<file path="src/rtl/snake_pkg.sv">
// Shared constants and enumerations for the snake game's plot scheduler.
package snake_pkg;

   localparam int SCREEN_W  = 160;
   localparam int SCREEN_H  = 120;
   localparam int CELL_SIZE = 4;

   localparam logic [2:0] BG_COLOUR   = 3'b000;
   localparam logic [2:0] FOOD_COLOUR = 3'b100;

   typedef enum logic [1:0] {IDLE, CELL, FULL, DONE} state_t;

   typedef enum logic [1:0] {CLR, ERASE, HEAD, FOOD} client_t;

endpackage

</file>
<file path="src/rtl/plot_raster_counter.sv">
// Pixel position generator: a 4x4 cell walk (cell mode) or a full-screen
// raster scan (full mode). Exposes the position the counter will hold after
// the coming edge so the scheduler can register its pixel outputs in step.
import snake_pkg::*;

module plot_raster_counter (
   input  logic       clk,
   input  logic       resetn,
   input  logic       start,
   input  logic       step,
   input  logic       full_mode,
   output logic [7:0] nxt_px,
   output logic [6:0] nxt_py,
   output logic       last
);

   logic [7:0] px;
   logic [6:0] py;
   logic [7:0] x_lim;
   logic [6:0] y_lim;

   assign x_lim = full_mode ? 8'(SCREEN_W - 1) : 8'(CELL_SIZE - 1);
   assign y_lim = full_mode ? 7'(SCREEN_H - 1) : 7'(CELL_SIZE - 1);
   assign last  = (px == x_lim) && (py == y_lim);

   // Next position: x is the inner loop, y the outer loop.
   always_comb begin
      nxt_px = px;
      nxt_py = py;
      if (start) begin
         nxt_px = '0;
         nxt_py = '0;
      end else if (step) begin
         if (px == x_lim) begin
            nxt_px = '0;
            nxt_py = (py == y_lim) ? '0 : py + 7'd1;
         end else begin
            nxt_px = px + 8'd1;
         end
      end
   end

   // Position register.
   always_ff @(posedge clk or negedge resetn) begin
      if (!resetn) begin
         px <= '0;
         py <= '0;
      end else begin
         px <= nxt_px;
         py <= nxt_py;
      end
   end

endmodule

</file>
<file path="src/rtl/plot_scheduler.sv">
// Arbitrates the VGA adapter's single pixel-write port between the clear,
// tail-erase, head-draw and food-draw clients (fixed priority in that order)
// and expands each grant into sequential single-pixel plots.
// Build option PLOT_SCHED_CLIP_EN: when defined, cell pixels that fall off
// the visible screen are not plotted (timing unchanged); otherwise cell
// coordinates wrap modulo 256/128 and every pixel is plotted.
//
// state | meaning
// ------+-------------------------------------------------------------
// IDLE  | no operation; sample requests and grant the highest priority
// CELL  | plotting the 16 pixels of a 4x4 cell
// FULL  | plotting every screen pixel in BG_COLOUR (clear)
// DONE  | plot low; one-cycle done pulse to the granted client
import snake_pkg::*;

module plot_scheduler (
   input  logic       clk,
   input  logic       resetn,
   input  logic       clear_req,
   input  logic       erase_req,
   input  logic [7:0] erase_x,
   input  logic [6:0] erase_y,
   input  logic       head_req,
   input  logic [7:0] head_x,
   input  logic [6:0] head_y,
   input  logic [2:0] head_colour,
   input  logic       food_req,
   input  logic [7:0] food_x,
   input  logic [6:0] food_y,
   output logic       clear_done,
   output logic       erase_done,
   output logic       head_done,
   output logic       food_done,
   output logic [7:0] x,
   output logic [6:0] y,
   output logic [2:0] colour,
   output logic       plot,
   output logic       busy
);

   state_t     state;
   client_t    client;
   logic [7:0] bx;
   logic [6:0] by;
   logic [2:0] bcol;

   logic       grant;
   client_t    win;
   logic [7:0] win_x;
   logic [6:0] win_y;
   logic [2:0] win_col;

   logic [7:0] nxt_px;
   logic [6:0] nxt_py;
   logic       cnt_last;
   logic       cnt_start;
   logic       cnt_step;

   logic [7:0] base_x;
   logic [6:0] base_y;
   logic [7:0] pix_x;
   logic [6:0] pix_y;
   logic       pix_on;

   assign busy      = (state != IDLE);
   assign cnt_start = (state == IDLE);
   assign cnt_step  = ((state == CELL) || (state == FULL)) && !cnt_last;

   plot_raster_counter u_raster (
      .clk       (clk),
      .resetn    (resetn),
      .start     (cnt_start),
      .step      (cnt_step),
      .full_mode (state == FULL),
      .nxt_px    (nxt_px),
      .nxt_py    (nxt_py),
      .last      (cnt_last)
   );

   // Fixed-priority winner selection; a clear is a scan based at the origin.
   always_comb begin
      grant   = clear_req | erase_req | head_req | food_req;
      win     = FOOD;
      win_x   = food_x;
      win_y   = food_y;
      win_col = FOOD_COLOUR;
      if (clear_req) begin
         win     = CLR;
         win_x   = '0;
         win_y   = '0;
         win_col = BG_COLOUR;
      end else if (erase_req) begin
         win     = ERASE;
         win_x   = erase_x;
         win_y   = erase_y;
         win_col = BG_COLOUR;
      end else if (head_req) begin
         win     = HEAD;
         win_x   = head_x;
         win_y   = head_y;
         win_col = head_colour;
      end
   end

   // The grant edge already emits pixel 0, so it uses the live winner inputs;
   // later pixels use the coordinates latched at grant.
   assign base_x = (state == IDLE) ? win_x : bx;
   assign base_y = (state == IDLE) ? win_y : by;
   assign pix_x  = base_x + nxt_px;
   assign pix_y  = base_y + nxt_py;

`ifdef PLOT_SCHED_CLIP_EN
   logic [8:0] sum_x;
   logic [7:0] sum_y;
   logic       in_full;

   assign sum_x   = {1'b0, base_x} + {1'b0, nxt_px};
   assign sum_y   = {1'b0, base_y} + {1'b0, nxt_py};
   assign in_full = (state == IDLE) ? (win == CLR) : (state == FULL);
   assign pix_on  = in_full || ((sum_x < 9'(SCREEN_W)) && (sum_y < 8'(SCREEN_H)));
`else
   assign pix_on  = 1'b1;
`endif

   // Scheduler FSM with registered adapter outputs and done pulses.
   always_ff @(posedge clk or negedge resetn) begin
      if (!resetn) begin
         state      <= IDLE;
         client     <= CLR;
         bx         <= '0;
         by         <= '0;
         bcol       <= '0;
         x          <= '0;
         y          <= '0;
         colour     <= '0;
         plot       <= 1'b0;
         clear_done <= 1'b0;
         erase_done <= 1'b0;
         head_done  <= 1'b0;
         food_done  <= 1'b0;
      end else begin
         clear_done <= 1'b0;
         erase_done <= 1'b0;
         head_done  <= 1'b0;
         food_done  <= 1'b0;
         case (state)
            IDLE: begin
               plot <= 1'b0;
               if (grant) begin
                  client <= win;
                  bx     <= win_x;
                  by     <= win_y;
                  bcol   <= win_col;
                  x      <= pix_x;
                  y      <= pix_y;
                  colour <= win_col;
                  plot   <= pix_on;
                  state  <= (win == CLR) ? FULL : CELL;
               end
            end
            CELL, FULL: begin
               if (cnt_last) begin
                  plot  <= 1'b0;
                  state <= DONE;
                  case (client)
                     CLR:   clear_done <= 1'b1;
                     ERASE: erase_done <= 1'b1;
                     HEAD:  head_done  <= 1'b1;
                     FOOD:  food_done  <= 1'b1;
                  endcase
               end else begin
                  x      <= pix_x;
                  y      <= pix_y;
                  colour <= bcol;
                  plot   <= pix_on;
               end
            end
            DONE: begin
               plot  <= 1'b0;
               state <= IDLE;
            end
            default: state <= IDLE;
         endcase
      end
   end

endmodule

</file>
<file path="config.mk">
export PLATFORM = sky130hd
export DESIGN_NAME = plot_scheduler
export DESIGN_NICKNAME = d
export VERILOG_FILES = /design/src/rtl/snake_pkg.sv /design/src/rtl/plot_raster_counter.sv /design/src/rtl/plot_scheduler.sv
export SDC_FILE = /design/constraint.sdc
export NUM_CORES = 1
export LEC_CHECK = 0
export ABC_AREA = 1
export BUFFER_PORTS_ARGS = -buffer_cell sky130_fd_sc_hd__buf_2
export CAP_MARGIN = 25
export CORE_MARGIN = 1
export CORE_UTILIZATION = 35
export DETAILED_ROUTE_END_ITERATION = 12
export PLACE_DENSITY_LB_ADDON = 0.15
export SLEW_MARGIN = 20
export SYNTH_ARGS = -nofsm -noshare
export SYNTH_HDL_FRONTEND = slang
export SYNTH_HIERARCHICAL = 1
export SYNTH_SLANG_ARGS = --single-unit
export TNS_END_PERCENT = 50
</file>
<file path="constraint.sdc">
create_clock -name clk -period 4.3 [get_ports clk]
set_input_delay 0.43 -clock clk [delete_from_list [all_inputs] [get_ports clk]]
set_output_delay 0.43 -clock clk [all_outputs]
set_load 0.01 [all_outputs]
</file>
==> results.md <==
* Result of the run: finished clean
* Worst stage delay on the critical path at 0.41 ns
* Register clock-pin slew on the reported worst setup and hold paths at 0.06 ns
* Critical path endpoint category: register
* Power density over the cells at 640 nW/um^2
* Mean cell area of the mapped netlist at 7.21 sq um
* Overflow left after global routing at 0
* Buffers added on ports at 77
* Fin worst setup slack at 0.753 ns
* Worst-skew pair later-pin latency at 0.34 ns
* Number of sinks handled by clock tree synthesis at 60
* Final Critical Period at 3.55 ns
* Setup repair after global routing missed its margin: false
* Initial antenna violation count at 0
* Floorplan core area at 10500 sq um
* Ratio of cells with drive above 1 in the final layout at 18.4%
* Clock tree from TritonCTS: built
* Most common cell after layout, fill and taps aside: nand2_1
* Number of buffers and inverters on the critical path at 4
* Slowest cell on the critical path: fa_1
* Adder-cell share of the synthesized area at 6.93%
* Setup Viol. Count Final at 0
* Post-Syn Area at 3830 sq um
* Leakage dissipation at 2.33 nW
* Post-Synth XOR/XNOR Area at 2.29%
* Mux share of post-synthesis cell area at 0%
* Data arrival time of the worst path at 3.77 ns
* Buffer depth of the longest clock path at 2
* Worst slew slack as a fraction of its limit at 49.5%
* First-pass iteration count of the detailed router at 4
* Area growth from synthesis to final layout at 18.2%
* Critical setup path kind: reg -> reg
* Actual transition at the worst max-transition pin at 0.758 ns
* Starting DRT DRC Count at 131
* Gate count after technology mapping at 531
* Register area share after synthesis at 39.2%
* Worst supply voltage drop on vdd at 0.288 mV
* CTS buffer count at 9
* Worst Path Max Fanout at 11
* Setup TNS Final at 0 ns
* Syn nets at 605
* Routed len/inst at 12.5 um
* Flop and latch count out of synthesis at 60
* Worst-case setup slack after placement at 0.769 ns
* Highest-count cells in the layout ignoring fill and taps: 149 x nand2_1, 77 x buf_2, 64 x o21ai_0
* Global-route usage over all layers at 18.3%
* Buffer type at the clock tree root: clkbuf_8
* Startpoint class of the critical path: register
* Std cell rows at 37
* Maximum clock frequency at 282 MHz
* Final wirelength at 9350 um
* Remaining antenna violation count after routing at 0
* Main combinational cell family by area after synthesis: simple AND/OR/NAND/NOR gates
* Post-synth cell types at 34
* Floorplan die area at 11400 sq um
* R2R Setup Slk at 0.75 ns
* Simple logic cell fraction of the synthesized area at 28.8%
* Crit-path cells: inv_1 -> ha_1 -> inv_1 -> nand3_1 -> nand2_1 -> nand2_1 -> nor2_1 -> nor2_2 -> inv_1 -> nor2_2 -> nand3_1 -> nand2_1 -> ha_1 -> inv_1 -> fa_1 -> o31ai_1 -> xnor2_1 -> o21ai_0
* Via count at 3551
* Gp weighted congestion at 0.861
* Number of hold violations in the final report at 0
* Most used cell, CP: inv_1
* Warnings from Yosys at 6
* Slew Viols, Final at 0
* Post-route DRC violation count at 0
* IO Count at 78
* Post-synth ARST share at 100%
* Worst endpoint required time at 4.52 ns
* Count of inserted antenna diode cells at 0
* Clock skew after layout at 0.00895 ns
* Vias in the first global route at 3467
* Floorplan die width at 107 um
* First-pass GRT wire length at 16400 um
* Final period utilization at 82.5%
* H-Tree Level Count at 3
* Complex-gate fraction of the synthesized area at 14.0%
* Final #Nets at 685
* Largest net degree at the start of global routing at 43
* Core occupancy in the finished layout at 43.3%
* Crit path max-delay family: simple AND/OR/NAND/NOR gates
* Via count normalized by instance count at 4.73
* Path type of the worst min-delay path: in -> reg
* Post-detail-place hpwl at 7320 um
* Initial core utilization at 36.6%
* Most used DFF post-synth: dfrtp_1
* Maxcap violations at 0
* Overall die height at 107 um
* Post-synth EDFFs at 0
## registers in the layout (all words and copies together), names as in the netlist
name	count
bx	8
u_raster/px	8
x	8
by	7
u_raster/py	7
y	7
bcol	3
colour	3
client	2
state	2
clear_done	1
erase_done	1
food_done	1
head_done	1
plot	1
## worst min-delay path: cells and delay by family
kind            cells  cell delay, ns
compound gates      1            0.08
simple gates        1            0.07
buf+inv             1            0.10
## cell families (layout without fill, tap and decap cells)
kind of cell	after synthesis	count (layout)
flip-flops	60	60
buffers and inverters	81	164
adder cells (fa/ha/maj)	20	20
XOR/XNOR	10	10
AND/OR/NAND/NOR	261	261
AO/OA/AOI/OAI	99	99
## repair_timing
action	CTS	global route
endpoints found under the hold margin	0	11
setup buffers	0	0
gates resized for setup	0	0
hold buffers	0	1
## final cells by class
cell class | count | area, sq um
Fill cell | 1113 | 5940
Multi-Input combinational cell | 390 | 1990
Sequential cell | 60 | 1500
Timing Repair Buffer | 86 | 468
Inverter | 64 | 240
Tap cell | 136 | 170
Clock buffer | 11 | 141
Clock inverter | 3 | 15.0
## synthesized netlist by cell type, types with 2 or more instances
cell,count,area [sq um]
a21oi_1,13,65.1
a31oi_1,4,25.0
buf_2,8,40.0
buf_4,2,15.0
buf_6,2,22.5
clkbuf_1,5,18.8
dfrtp_1,60,1500
fa_1,2,40.0
ha_1,18,225
inv_1,62,233
nand2_1,149,559
nand2_2,2,12.5
nand3_1,29,145
nand4_1,6,37.5
nor2_1,55,206
nor2_2,4,25.0
nor3_1,9,45.0
o211ai_1,2,15.0
o21ai_0,64,320
o21ai_1,5,25.0
o31ai_1,8,60.1
or2_2,2,12.5
xnor2_1,4,35.0
xor2_1,6,52.6
## power breakdown
| part | leakage [nW] | internal (mW) | switching [mW] | total, mW |
|---|---|---|---|---|
| Clock | 0.0848 | 0.215 | 0.209 | 0.424 |
| Combinational | 1.46 | 0.562 | 1.04 | 1.60 |
| Sequential | 0.781 | 0.769 | 0.102 | 0.871 |
## through the flow
step	area (sq um)	power [mW]	hold WS (ns)	instances
finish	4530	2.90	0.367	750
global placement	4340	2.47	0.450	734
floorplan	3830	2.06	0.134	531
global route	4530	3.22	0.374	750
detailed placement	4340	2.49	0.452	734
CTS	4500	2.93	0.269	748
## worst paths after layout
| check | cells after the start | start | endpoint |
|---|---|---|---|
| worst max register to register | 18 | state[0] | y[4] |
| worst max-delay path | 18 | state[0] | y[4] |
| worst min-delay path | 3 | erase_x[7] | bx[7] |
| max in group asynchronous | 4 | resetn | by[4] |
| min in group asynchronous | 2 | resetn | bcol[0] |
| worst min register to register | 1 | client[0] | head_done |
## metal layers
layer,global-route usage (%),routed length (um)
met3,3.28,414
met4,6.75,145
met1,25.3,4750
met2,28.4,4040
met5,0,0
Power figures use the tool's default switching activity.
